[src/rtl/clock_pkg.sv]
// Shared time-keeping types and modulo helpers for the minute, second and hour counters.
package clock_pkg;

    typedef logic [5:0] minute_t;

    localparam minute_t MINUTE_MAX = 6'd59;

    function automatic minute_t wrap_inc(input minute_t v, input minute_t max = MINUTE_MAX);
        return (v >= max) ? minute_t'(0) : minute_t'(v + 6'd1);
    endfunction

    // Out-of-range values fold to max so a corrupted register heals on the next step.
    function automatic minute_t wrap_dec(input minute_t v, input minute_t max = MINUTE_MAX);
        return (v == '0 || v > max) ? max : minute_t'(v - 6'd1);
    endfunction

endpackage

[src/rtl/btn_debounce.sv]
// Button conditioner: 2-FF synchronizer, debounce counter and press pulse.
// AUTO_REPEAT_EN adds hold-to-repeat press events.
module btn_debounce #(
    parameter int DEB_CYCLES = 4
`ifdef AUTO_REPEAT_EN
    ,
    parameter int REP_DELAY  = 8,
    parameter int REP_RATE   = 4
`endif
) (
    input  logic CLK,
    input  logic RST,
    input  logic raw,
    output logic press
);

    localparam int CW = $clog2(DEB_CYCLES + 1);

    logic [1:0]    sync;
    logic [CW-1:0] cnt;
    logic          level;
    logic          level_q;
    logic          rise;

    // Level flips only after DEB_CYCLES consecutive disagreeing samples.
    always_ff @(posedge CLK) begin
        if (RST) begin
            sync    <= '0;
            cnt     <= '0;
            level   <= 1'b0;
            level_q <= 1'b0;
        end else begin
            sync    <= {sync[0], raw};
            level_q <= level;
            if (sync[1] != level) begin
                if (cnt == CW'(DEB_CYCLES - 1)) begin
                    level <= sync[1];
                    cnt   <= '0;
                end else begin
                    cnt <= cnt + 1'b1;
                end
            end else begin
                cnt <= '0;
            end
        end
    end

    assign rise = level & ~level_q;

`ifdef AUTO_REPEAT_EN
    localparam int RMAX = (REP_DELAY > REP_RATE) ? REP_DELAY : REP_RATE;
    localparam int RW   = $clog2(RMAX + 1);

    logic [RW-1:0] rep;
    logic          rep_fire;

    // Countdown to the next repeat; reloaded by the initial press, then by each repeat.
    assign rep_fire = level & level_q & (rep == '0);

    always_ff @(posedge CLK) begin
        if (RST) begin
            rep <= '0;
        end else if (rise) begin
            rep <= RW'(REP_DELAY - 1);
        end else if (rep_fire) begin
            rep <= RW'(REP_RATE - 1);
        end else if (level && rep != '0) begin
            rep <= rep - 1'b1;
        end
    end

    assign press = rise | rep_fire;
`else
    assign press = rise;
`endif

endmodule

[src/rtl/minute_set_counter.sv]
// Clock and alarm minute registers with tick advance, button editing, CARRY and MATCH.
// Optional hold-to-repeat on the buttons via AUTO_REPEAT_EN.
module minute_set_counter
    import clock_pkg::*;
#(
    parameter int DEB_CYCLES = 4,
    parameter int REP_DELAY  = 8,
    parameter int REP_RATE   = 4
) (
    input  logic    CLK,
    input  logic    RST,
    input  logic    MIN_TICK,
    input  logic    ALARM,
    input  logic    BTN_UP,
    input  logic    BTN_DN,
    output minute_t MIN,
    output minute_t AMIN,
    output logic    CARRY,
    output logic    MATCH
);

    if (DEB_CYCLES < 1 || REP_DELAY < 1 || REP_RATE < 1) begin : g_param_chk
        $error("minute_set_counter: DEB_CYCLES, REP_DELAY and REP_RATE must be >= 1");
    end

    logic [1:0] raw;
    logic [1:0] ev;     // [0] up, [1] down
    logic       inc, dec;
    minute_t    min_t, min_n, amin_n;
    logic       carry_n, match_n;

    assign raw = {BTN_DN, BTN_UP};

    btn_debounce #(
        .DEB_CYCLES(DEB_CYCLES)
`ifdef AUTO_REPEAT_EN
        ,
        .REP_DELAY (REP_DELAY),
        .REP_RATE  (REP_RATE)
`endif
    ) u_btn [1:0] (
        .CLK  (CLK),
        .RST  (RST),
        .raw  (raw),
        .press(ev)
    );

    // Simultaneous up and down events cancel.
    assign inc = ev[0] & ~ev[1];
    assign dec = ev[1] & ~ev[0];

    // Tick is applied before a coincident MIN edit.
    always_comb begin
        min_t   = MIN_TICK ? wrap_inc(MIN) : MIN;
        min_n   = min_t;
        amin_n  = AMIN;
        if (!ALARM && inc)      min_n  = wrap_inc(min_t);
        else if (!ALARM && dec) min_n  = wrap_dec(min_t);
        if (ALARM && inc)       amin_n = wrap_inc(AMIN);
        else if (ALARM && dec)  amin_n = wrap_dec(AMIN);
        carry_n = MIN_TICK && (MIN == MINUTE_MAX);
        match_n = MIN_TICK && (min_n == amin_n);
    end

    always_ff @(posedge CLK) begin
        if (RST) begin
            MIN   <= '0;
            AMIN  <= '0;
            CARRY <= 1'b0;
            MATCH <= 1'b0;
        end else begin
            MIN   <= min_n;
            AMIN  <= amin_n;
            CARRY <= carry_n;
            MATCH <= match_n;
        end
    end

endmodule

[config.mk]
export PLATFORM = sky130hd
export DESIGN_NAME = minute_set_counter
export DESIGN_NICKNAME = d
export VERILOG_FILES = /design/src/rtl/clock_pkg.sv /design/src/rtl/btn_debounce.sv /design/src/rtl/minute_set_counter.sv
export SDC_FILE = /design/constraint.sdc
export NUM_CORES = 1
export LEC_CHECK = 0
export BUFFER_PORTS_ARGS = -buffer_cell sky130_fd_sc_hd__buf_2
export CAP_MARGIN = 10
export CORE_UTILIZATION = 58
export DETAILED_ROUTE_END_ITERATION = 16
export HOLD_SLACK_MARGIN = 0.03
export PLACE_DENSITY = 0.82
export RECOVER_POWER = 25
export SYNTH_ARGS = -nofsm -noshare
export SYNTH_HDL_FRONTEND = slang
export SYNTH_SLANG_ARGS = --single-unit
[constraint.sdc]
create_clock -name CLK -period 3.4 [get_ports CLK]
set_clock_uncertainty 0.05 [all_clocks]
set_input_delay 1.02 -clock CLK [delete_from_list [all_inputs] [get_ports CLK]]
set_output_delay 1.02 -clock CLK [all_outputs]
set_load 0.01 [all_outputs]
# Word-level counts from Yosys, hierarchy flattened
# Cells that the tools add are included.
[word_totals]
register_bits = 28
in_bits = 6
output_inout_bits = 14
elab_cells = 65
[op_classes]
add_sub_neg = 7
n_lt_le_gt_ge = 5
eq_ne = 6
muxes = 10
bitwise_logic = 10
reduce_logical = 15
[ops]
columns = ["operator", "count"]
rows = [
  ["$mux 6", 10],
  ["$add 6x1->6 const B", 3],
  ["$ge 6x6->1 const B", 3],
  ["$gt 6x6->1 const B", 2],
  ["$logic_not 6->1", 2],
  ["$sub 6x1->6 const B", 2],
  ["$add 3x1->3 const B", 2],
  ["$eq 3x2->1 const B", 2],
  ["$eq 6x6->1", 1],
  ["$eq 6x6->1 const B", 1],
  ["$logic_and 1x1->1", 6],
  ["$not 1->1", 6],
  ["$reduce_or 3->1", 2],
  ["$and 1x1->1", 4],
  ["$reduce_and 2->1", 2],
  ["$logic_or 1x1->1", 2],
  ["$ne 1x1->1", 2],
  ["$logic_not 1->1", 1],
]

# Logic depth before layout (Yosys ltp)
# Gate-level depths: netlist (run 1).
[logic_depth]
word_depth = 10
depth_mapped = 14
ltp_nobuf = 13

# Modules after synthesis
# Synthesis (run 1) repeated with hierarchy kept, for this count alone.
[unflattened]
hier_cells = 239
area_unflattened_um2 = 2102.0
[by_module_without_submodules]
columns = ["module", "n_inst", "cells_per_inst", "area_per_inst_um2", "seq_area_each_um2"]
rows = [
  ["minute_set_counter", 1, 199, 1614.0, 280.3],
  ["btn_debounce", 2, 20, 244.0, 140.1],
]

# Worst setup path before layout (run 1)
# Ideal clock, no wire load.
[synth_path]
kind = "input-to-reg"
start = "in MIN_TICK"
end = "reg MATCH"
setup_time_ns = 0.088
arrival_time_ns = 3.045
required_ns = 3.262
setup_slack_ns = 0.218
stages = 13
n_path_buf = 2
cell_sequence = "buf_2 > nand4_1 > or2_1 > clkbuf_2 > nand2_1 > ha_1 > inv_1 > o31ai_4 > o21ai_2 > a211o_1 > xnor2_1 > nand3_1 > nor4_2"
[synth_via]
elab_chain_len = 8
word_cells_on_any_way = 13
classes_between = "2 x add/sub; 2 x order compare; 1 x eq/ne; 5 x mux; 3 x reduce/logical"
[synth_rtl]
columns = ["item", "line_no", "text"]
rows = [
  ["from (decl)", "minute_set_counter.sv:12", "input logic MIN_TICK,"],
  ["$mux 6", "minute_set_counter.sv:54", "min_t = MIN_TICK ? wrap_inc(MIN) : MIN;"],
  ["$gt 6x6->1 or $logic_not 6->1 (tied branches)", "clock_pkg.sv:14", "return (v == '0 || v > max) ? max : minute_t'(v - 6'd1);"],
  ["$logic_or 1x1->1", "clock_pkg.sv:14", ""],
  ["$mux 6", "clock_pkg.sv:14", ""],
  ["$mux 6", "minute_set_counter.sv:58", "else if (!ALARM && dec) min_n = wrap_dec(min_t);"],
  ["$mux 6", "minute_set_counter.sv:57", "if (!ALARM && inc) min_n = wrap_inc(min_t);"],
  ["$eq 6x6->1", "minute_set_counter.sv:62", "match_n = MIN_TICK && (min_n == amin_n);"],
  ["$logic_and 1x1->1 *", "minute_set_counter.sv:62", ""],
  ["to (signal assigned)", "minute_set_counter.sv:75", "MATCH <= match_n;"],
  ["to (decl)", "minute_set_counter.sv:19", "output logic MATCH"],
]
# Every way passes the cells marked *; elsewhere a longest branch is shown, timed or not.
# A chain may end at the register's enable or synchronous reset.

# Final worst setup path (run 1)
# Same ends and word-level chain as after synthesis.

==> results.json, run 1 <==
{
  "grtUsageTotal_pct": 23.84,
  "syn-mean-instance-area_um2": 8.289,
  "drc_errors": 0,
  "wirelength_mm": 4.377,
  "synth.cell_area_mm2": 0.002097,
  "die_height_um": 62.13,
  "maxSlewHeadroom_pct": 32.55,
  "maxSlewViolCount": 0,
  "cts_made_buffers": 3,
  "timing.fmax_mhz": 329.7,
  "start_kind": "input port",
  "ys_warn_count": 0,
  "ctsHtreeMaxLevel": 1,
  "maxCapViolations": 0,
  "clockBufferDepth": 2,
  "detail-route-antenna-nets": 0,
  "finalSetupViolCount": 0,
  "portBuffers": 19,
  "grt_max_degree": 25,
  "core-area_mm2": 0.003390,
  "first_pass_iters": 4,
  "nFillCells": 306,
  "crit_path_frequent_cell": "nor2_1",
  "arrival_ps": 3240,
  "dpl_cell_area_mm2": 0.002207,
  "final_cells": 314,
  "cp_top_family": "simple AND/OR/NAND/NOR gates",
  "cpMaxStageDelayCell": "a211o_1",
  "ys_seq_elements": 28,
  "yosysTopAreaCellShare_pct": 26.73,
  "leakagePower_nw": 0.9289,
  "tightest_slew_ps": 1012,
  "drt_iter0_markers": 105,
  "dieWidth_um": 62.13,
  "synth_area_leaders": "dfxtp_1 27%, ha_1 7.2%, nor2_1 5.0%",
  "hold_ws_ps": 382.2,
  "final_util_pct": 66.63,
  "min_period_ps": 3033,
  "worstPathCellList": "buf_2 > nand4_1 > or2_1 > nand2_1 > inv_1 > ha_1 > nor2_1 > or3_4 > nor2_1 > a211o_1 > xnor2_1 > nand3_1 > nor4_2",
  "via_per_inst": 5.838,
  "hold_depth": 1,
  "slowest_delay_ps": 320,
  "intPower_mw": 0.4944,
  "clk_pin_slew_ps": 150,
  "synth_edf_count": 0,
  "cts_tree": "done",
  "pwr_density_cell_mw_per_mm2": 292.8,
  "cts.sinks": 28,
  "crit_buf_inv": 2,
  "synth_common_cells": "28 x dfxtp_1, 28 x nor2_1, 20 x nand2_1",
  "grt_pass1_wl_mm": 7.452,
  "r2r_start": "MIN[0]",
  "final_area_mm2": 0.002258,
  "tns_ps": 0,
  "fin_nets": 287,
  "rows": 21,
  "area_growth_pct": 7.697,
  "synth.distinct_cells": 65,
  "place_inst": 310,
  "crit_required_ps": 3610,
  "hp-class": "register to register",
  "reg2reg_depth": 13,
  "hpwl_mm": 3.430,
  "rsz0062_at_grt": "no",
  "combPwrFrac_pct": 15.1,
  "synthXorXnorAreaFrac_pct": 8.652,
  "vdd_drop_max_v": 0.0002330,
  "p_sw_mw": 0.1668,
  "synth_fp_nets": 271,
  "initial_core_util_pct": 61.87,
  "synth_top_area_cell": "dfxtp_1",
  "finalHoldViolCount": 0,
  "synth_compound_area_share_pct": 19.39,
  "synthCells": 253,
  "end_kind": "register",
  "cts_setup_buffers": 0,
  "drive_gt1_share_pct": 18.66,
  "clkPwrFrac_pct": 33.0,
  "synth_simple_gate_area_share_pct": 30.13,
  "reg2reg_setup_slack_ps": 410,
  "status": "complete, no violations",
  "ioPinCount": 20,
  "path_class": "input port to register",
  "cts_hold_buf": 0,
  "seqPwrFrac_pct": 51.9,
  "grt_remaining_overflow": 0,
  "n_antenna_cell": 0,
  "wl_per_cell_um": 13.94,
  "worstHoldEndpoint": "u_btn[0].cnt[0]",
  "synth.area.mux_share_pct": 1.432,
  "crit_fanout": 17,
  "antenna_found_initial": 0,
  "synth_top_family_by_area": "simple AND/OR/NAND/NOR gates",
  "grt_pass1_vias": 1646,
  "synthAdderAreaFrac_pct": 7.160,
  "rr_endpoint": "MATCH",
  "hp-start": "u_btn[0].cnt[0]",
  "cts_root_buffer": "clkbuf_4",
  "clk_latency_ps": 330,
  "vias": 1833,
  "cts_resized": 0,
  "synth_seq_area_share_pct": 26.73,
  "netSwitchingFraction_pct": 25.23,
  "async_reset_ff_share_pct": 0,
  "synth-main-ff-cell": "dfxtp_1",
  "gp_congestion": 0.9403,
  "die_area_mm2": 0.003860,
  "final.period_utilization_pct": 89.20
}
==> state kept, by name, indices dropped and copies added (netlist names) <==
name and flops:
AMIN 6, MIN 6, u_btn.cnt 6, u_btn.sync 4
u_btn.level 2, u_btn.level_q 2, CARRY 1, MATCH 1
==> cell usage in the layout (no fill, tap or decap), types with 3 or more instances in the layout <==
master,n
nor3_2,3
a31oi_1,4
o21ai_0,10
clkbuf_4,3
nand4_1,5
or3_1,5
dfxtp_1,28
nor2b_1,8
and3_1,4
buf_4,7
xnor2_1,10
ha_1,12
nor3_1,7
buf_2,18
xor2_1,7
a21oi_1,8
o21ai_1,3
nor2_1,28
nand3_1,11
nand2b_1,3
inv_1,11
nand2_1,20
mux2i_1,3
==> metrics by stage <==
step	total power [mW]	worst slack [ps]
floorplan	0.4236	217.6
global placement	0.4467	77.13
detailed placement	0.4497	31.94
CTS	0.6628	371.0
global route	0.6902	194.1
finish	0.6613	367.2
==> power by group through the flow <==
stage / Sequential, mW / Combinational (mW) / Clock [mW]
floorplan: 0.348 / 0.0756 / 0
global placement: 0.350 / 0.0964 / 0
detailed placement: 0.350 / 0.0994 / 0
CTS: 0.343 / 0.0998 / 0.220
global route: 0.345 / 0.111 / 0.234
finish: 0.343 / 0.100 / 0.218
==> final cells by class <==
class | count | area, um2 | area share (%)
Multi-Input combinational cell | 199 | 1400 | 61.99
Clock buffer | 3 | 22.52 | 0.9972
Inverter | 11 | 41.29 | 1.828
Sequential cell | 28 | 560.5 | 24.82
Clock inverter | 1 | 30.03 | 1.330
Timing Repair Buffer | 26 | 146.4 | 6.482
Tap cell | 46 | 57.56 | 2.548
==> worst max path at each step <==
stage,slack [ps],cells after the start,startpoint,endpoint
after global placement,80,12,MIN_TICK,MATCH
after CTS,370,13,MIN_TICK,MATCH
after detailed placement,30,13,MIN_TICK,MATCH
after floorplan,220,13,MIN_TICK,MATCH
final,370,13,MIN_TICK,MATCH
after global routing,190,13,MIN[0],MATCH
==> logic make-up (layout without fill, tap and decap cells) <==
group / count (synthesis) / in the layout
AO/OA/AOI/OAI: 52 / 52
XOR/XNOR: 19 / 19
adder cells (fa/ha/maj): 12 / 12
buffers and inverters: 26 / 41
flip-flops: 28 / 28
multiplexers: 3 / 3
AND/OR/NAND/NOR: 113 / 113
==> layer usage <==
metal,vias up,share of wire [%],wire [um],GRT usage [%]
li1,933,-,-,-
met1,842,46,2006,29.83
met2,46,49,2143,42.45
met3,12,3.7,161,3.125
met4,0,1.5,66,6.977
met5,-,0,0,0
(Power assumes the default switching activity.)
==> run 2, diff against run 1 <==
Settings changed: BUFFER_PORTS_ARGS -buffer_cell sky130_fd_sc_hd__buf_2 to default, DONT_BUFFER_PORTS from default to 1, PLACE_DENSITY 0.82 to 0.76.
==> run 2 against run 1 <==
Die area stayed put. Sequential share of layout area grew 1.3 points. Highest routed layer unchanged. Sequential power about the same. Utilization down 3.1 points. Via count down 2.9%. Non-clock buffer count shrank 21. Sequential cell count stayed put. Routed wire length shrank 2.2%. Critical path depth stayed put. Setup slack improved by 15 ps. Largest power group unchanged. Combinational power fell by 16%. Critical endpoint unchanged.
==> results.json, run 2 (same netlist as run 1, synthesis figures left out) <==
{
  "cts_root_buffer": "clkbuf_4",
  "reg.largest.list": "AMIN: 6 flops, MIN: 6 flops, u_btn.cnt: 6 flops",
  "arrival_ps": 3230,
  "fin_nets": 266,
  "via_per_inst": 6.072,
  "finalHoldViolCount": 0,
  "grtUsageTotal_pct": 23.18,
  "maxSlewHeadroom_pct": 61.80,
  "core-area_mm2": 0.003390,
  "p_sw_mw": 0.1575,
  "tightest_slew_ps": 565.8,
  "crit_required_ps": 3610,
  "clk_latency_ps": 330,
  "pwr_density_cell_mw_per_mm2": 300.3,
  "post-place-ws_ps": 240.0,
  "cts_tree": "done",
  "die_area_mm2": 0.003860,
  "ctsHtreeMaxLevel": 1,
  "final.period_utilization_pct": 88.76,
  "start_kind": "register",
  "portBuffers": 0,
  "cts_resized": 0,
  "worstPathCellList": "ha_1 > nor3_2 > or2_4 > nand2_1 > inv_1 > ha_1 > nor2_1 > or3_4 > o21ai_1 > o2bb2ai_2 > xnor2_1 > nand4b_1 > nor4_2",
  "maxSlewViolCount": 0,
  "vdd_drop_max_v": 0.0002853,
  "clockBufferDepth": 2,
  "status": "complete, no violations",
  "seqPwrFrac_pct": 53.2,
  "hold_ws_ps": 379.4,
  "n_antenna_cell": 0,
  "wirelength_mm": 4.279,
  "finalSetupViolCount": 0,
  "crit_path_frequent_cell": "ha_1",
  "grt_pass1_wl_mm": 7.383,
  "drc_errors": 0,
  "cts_made_buffers": 3,
  "cts.sinks": 28,
  "wl_per_cell_um": 14.60,
  "end_kind": "register",
  "layout_common_cells": "28 x nor2_1, 27 x dfxtp_1, 20 x nand2_1",
  "gp_congestion": 0.9011,
  "cp_top_family": "simple AND/OR/NAND/NOR gates",
  "hpwl_mm": 3.277,
  "grt_max_degree": 25,
  "drive_gt1_share_pct": 12.96,
  "crit_buf_inv": 1,
  "fin_ws_ps": 382.0,
  "cts_setup_buffers": 0,
  "ioPinCount": 20,
  "maxCapViolations": 0,
  "slowest_delay_ps": 420,
  "final_area_mm2": 0.002153,
  "grt_remaining_overflow": 0,
  "first_pass_iters": 4,
  "drt_iter0_markers": 94,
  "cpMaxStageDelayCell": "dfxtp_1",
  "grt_pass1_vias": 1680,
  "timing.fmax_mhz": 331.3,
  "area_growth_pct": 2.685,
  "mostFrequentLayoutCell": "nor2_1",
  "intPower_mw": 0.4892,
  "cts_hold_buf": 0,
  "netSwitchingFraction_pct": 24.36,
  "min_period_ps": 3018,
  "vias": 1779,
  "crit_fanout": 8,
  "clk_pin_slew_ps": 150,
  "rsz0062_at_grt": "no",
  "die_height_um": 62.13,
  "hp-class": "register to register",
  "antenna_found_initial": 0,
  "power_mw": 0.6467,
  "combPwrFrac_pct": 12.9,
  "rows": 21,
  "dpl_cell_area_mm2": 0.002097,
  "clkPwrFrac_pct": 33.8,
  "path_class": "register to register",
  "tns_ps": 0,
  "initial_core_util_pct": 61.87,
  "detail-route-antenna-nets": 0,
  "dieWidth_um": 62.13,
  "leakagePower_nw": 0.8277
}
-- run 2: path summary, 6_finish.rpt --
| kind | slack [ps] | depth (start not counted) | endpoint | startpoint |
|---|---|---|---|---|
| setup reg to reg | 380 | 13 | MATCH | MIN[0] |
| setup / recovery | 380 | 13 | MATCH | MIN[0] |
| hold / removal | 380 | 1 | u_btn[1].cnt[0] | u_btn[1].cnt[0] |
| hold reg to reg | 380 | 1 | u_btn[1].cnt[0] | u_btn[1].cnt[0] |
-- run 2: per-layer routing --
layer	vias up	track usage (%)	wire length [um]
li1	887	-	-
met1	817	27.86	1830
met2	59	40.80	2114
met3	16	3.309	201
met4	0	10.17	132
met5	-	0	0
-- run 2: layout make-up --
cell class | instances | area [um2]
multi-input combinational | 199 | 1403
inverter | 11 | 41.29
sequential | 28 | 561.8
clock inverter | 1 | 30.03
timing repair buffer | 5 | 37.54
fill | 296 | 1236
tap | 46 | 57.56
clock buffer | 3 | 22.52
-- run 2: metrics by stage --
step | cells | utilization (%)
CTS | 293 | 63.42
finish | 293 | 63.53
floorplan | 253 | -
detailed placement | 289 | 61.87
global route | 293 | 63.53
global placement | 289 | 61.87
-- run 2: worst reg2reg max path, stage by stage (launching register included) --
cell	delay, ps
dfxtp_1	420
ha_1	280
nor3_2	290
or2_4	210
nand2_1	100
inv_1	130
ha_1	240
nor2_1	80
or3_4	370
o21ai_1	130
o2bb2ai_2	150
xnor2_1	140
nand4b_1	150
nor4_2	210
-- run 2: power by group through the flow --
stage	logic, mW	clock network [mW]	registers [mW]
floorplan	0.0756	0	0.348
global placement	0.0814	0	0.351
detailed placement	0.0822	0	0.351
CTS	0.0825	0.223	0.344
global route	0.0936	0.234	0.346
finish	0.0837	0.219	0.344
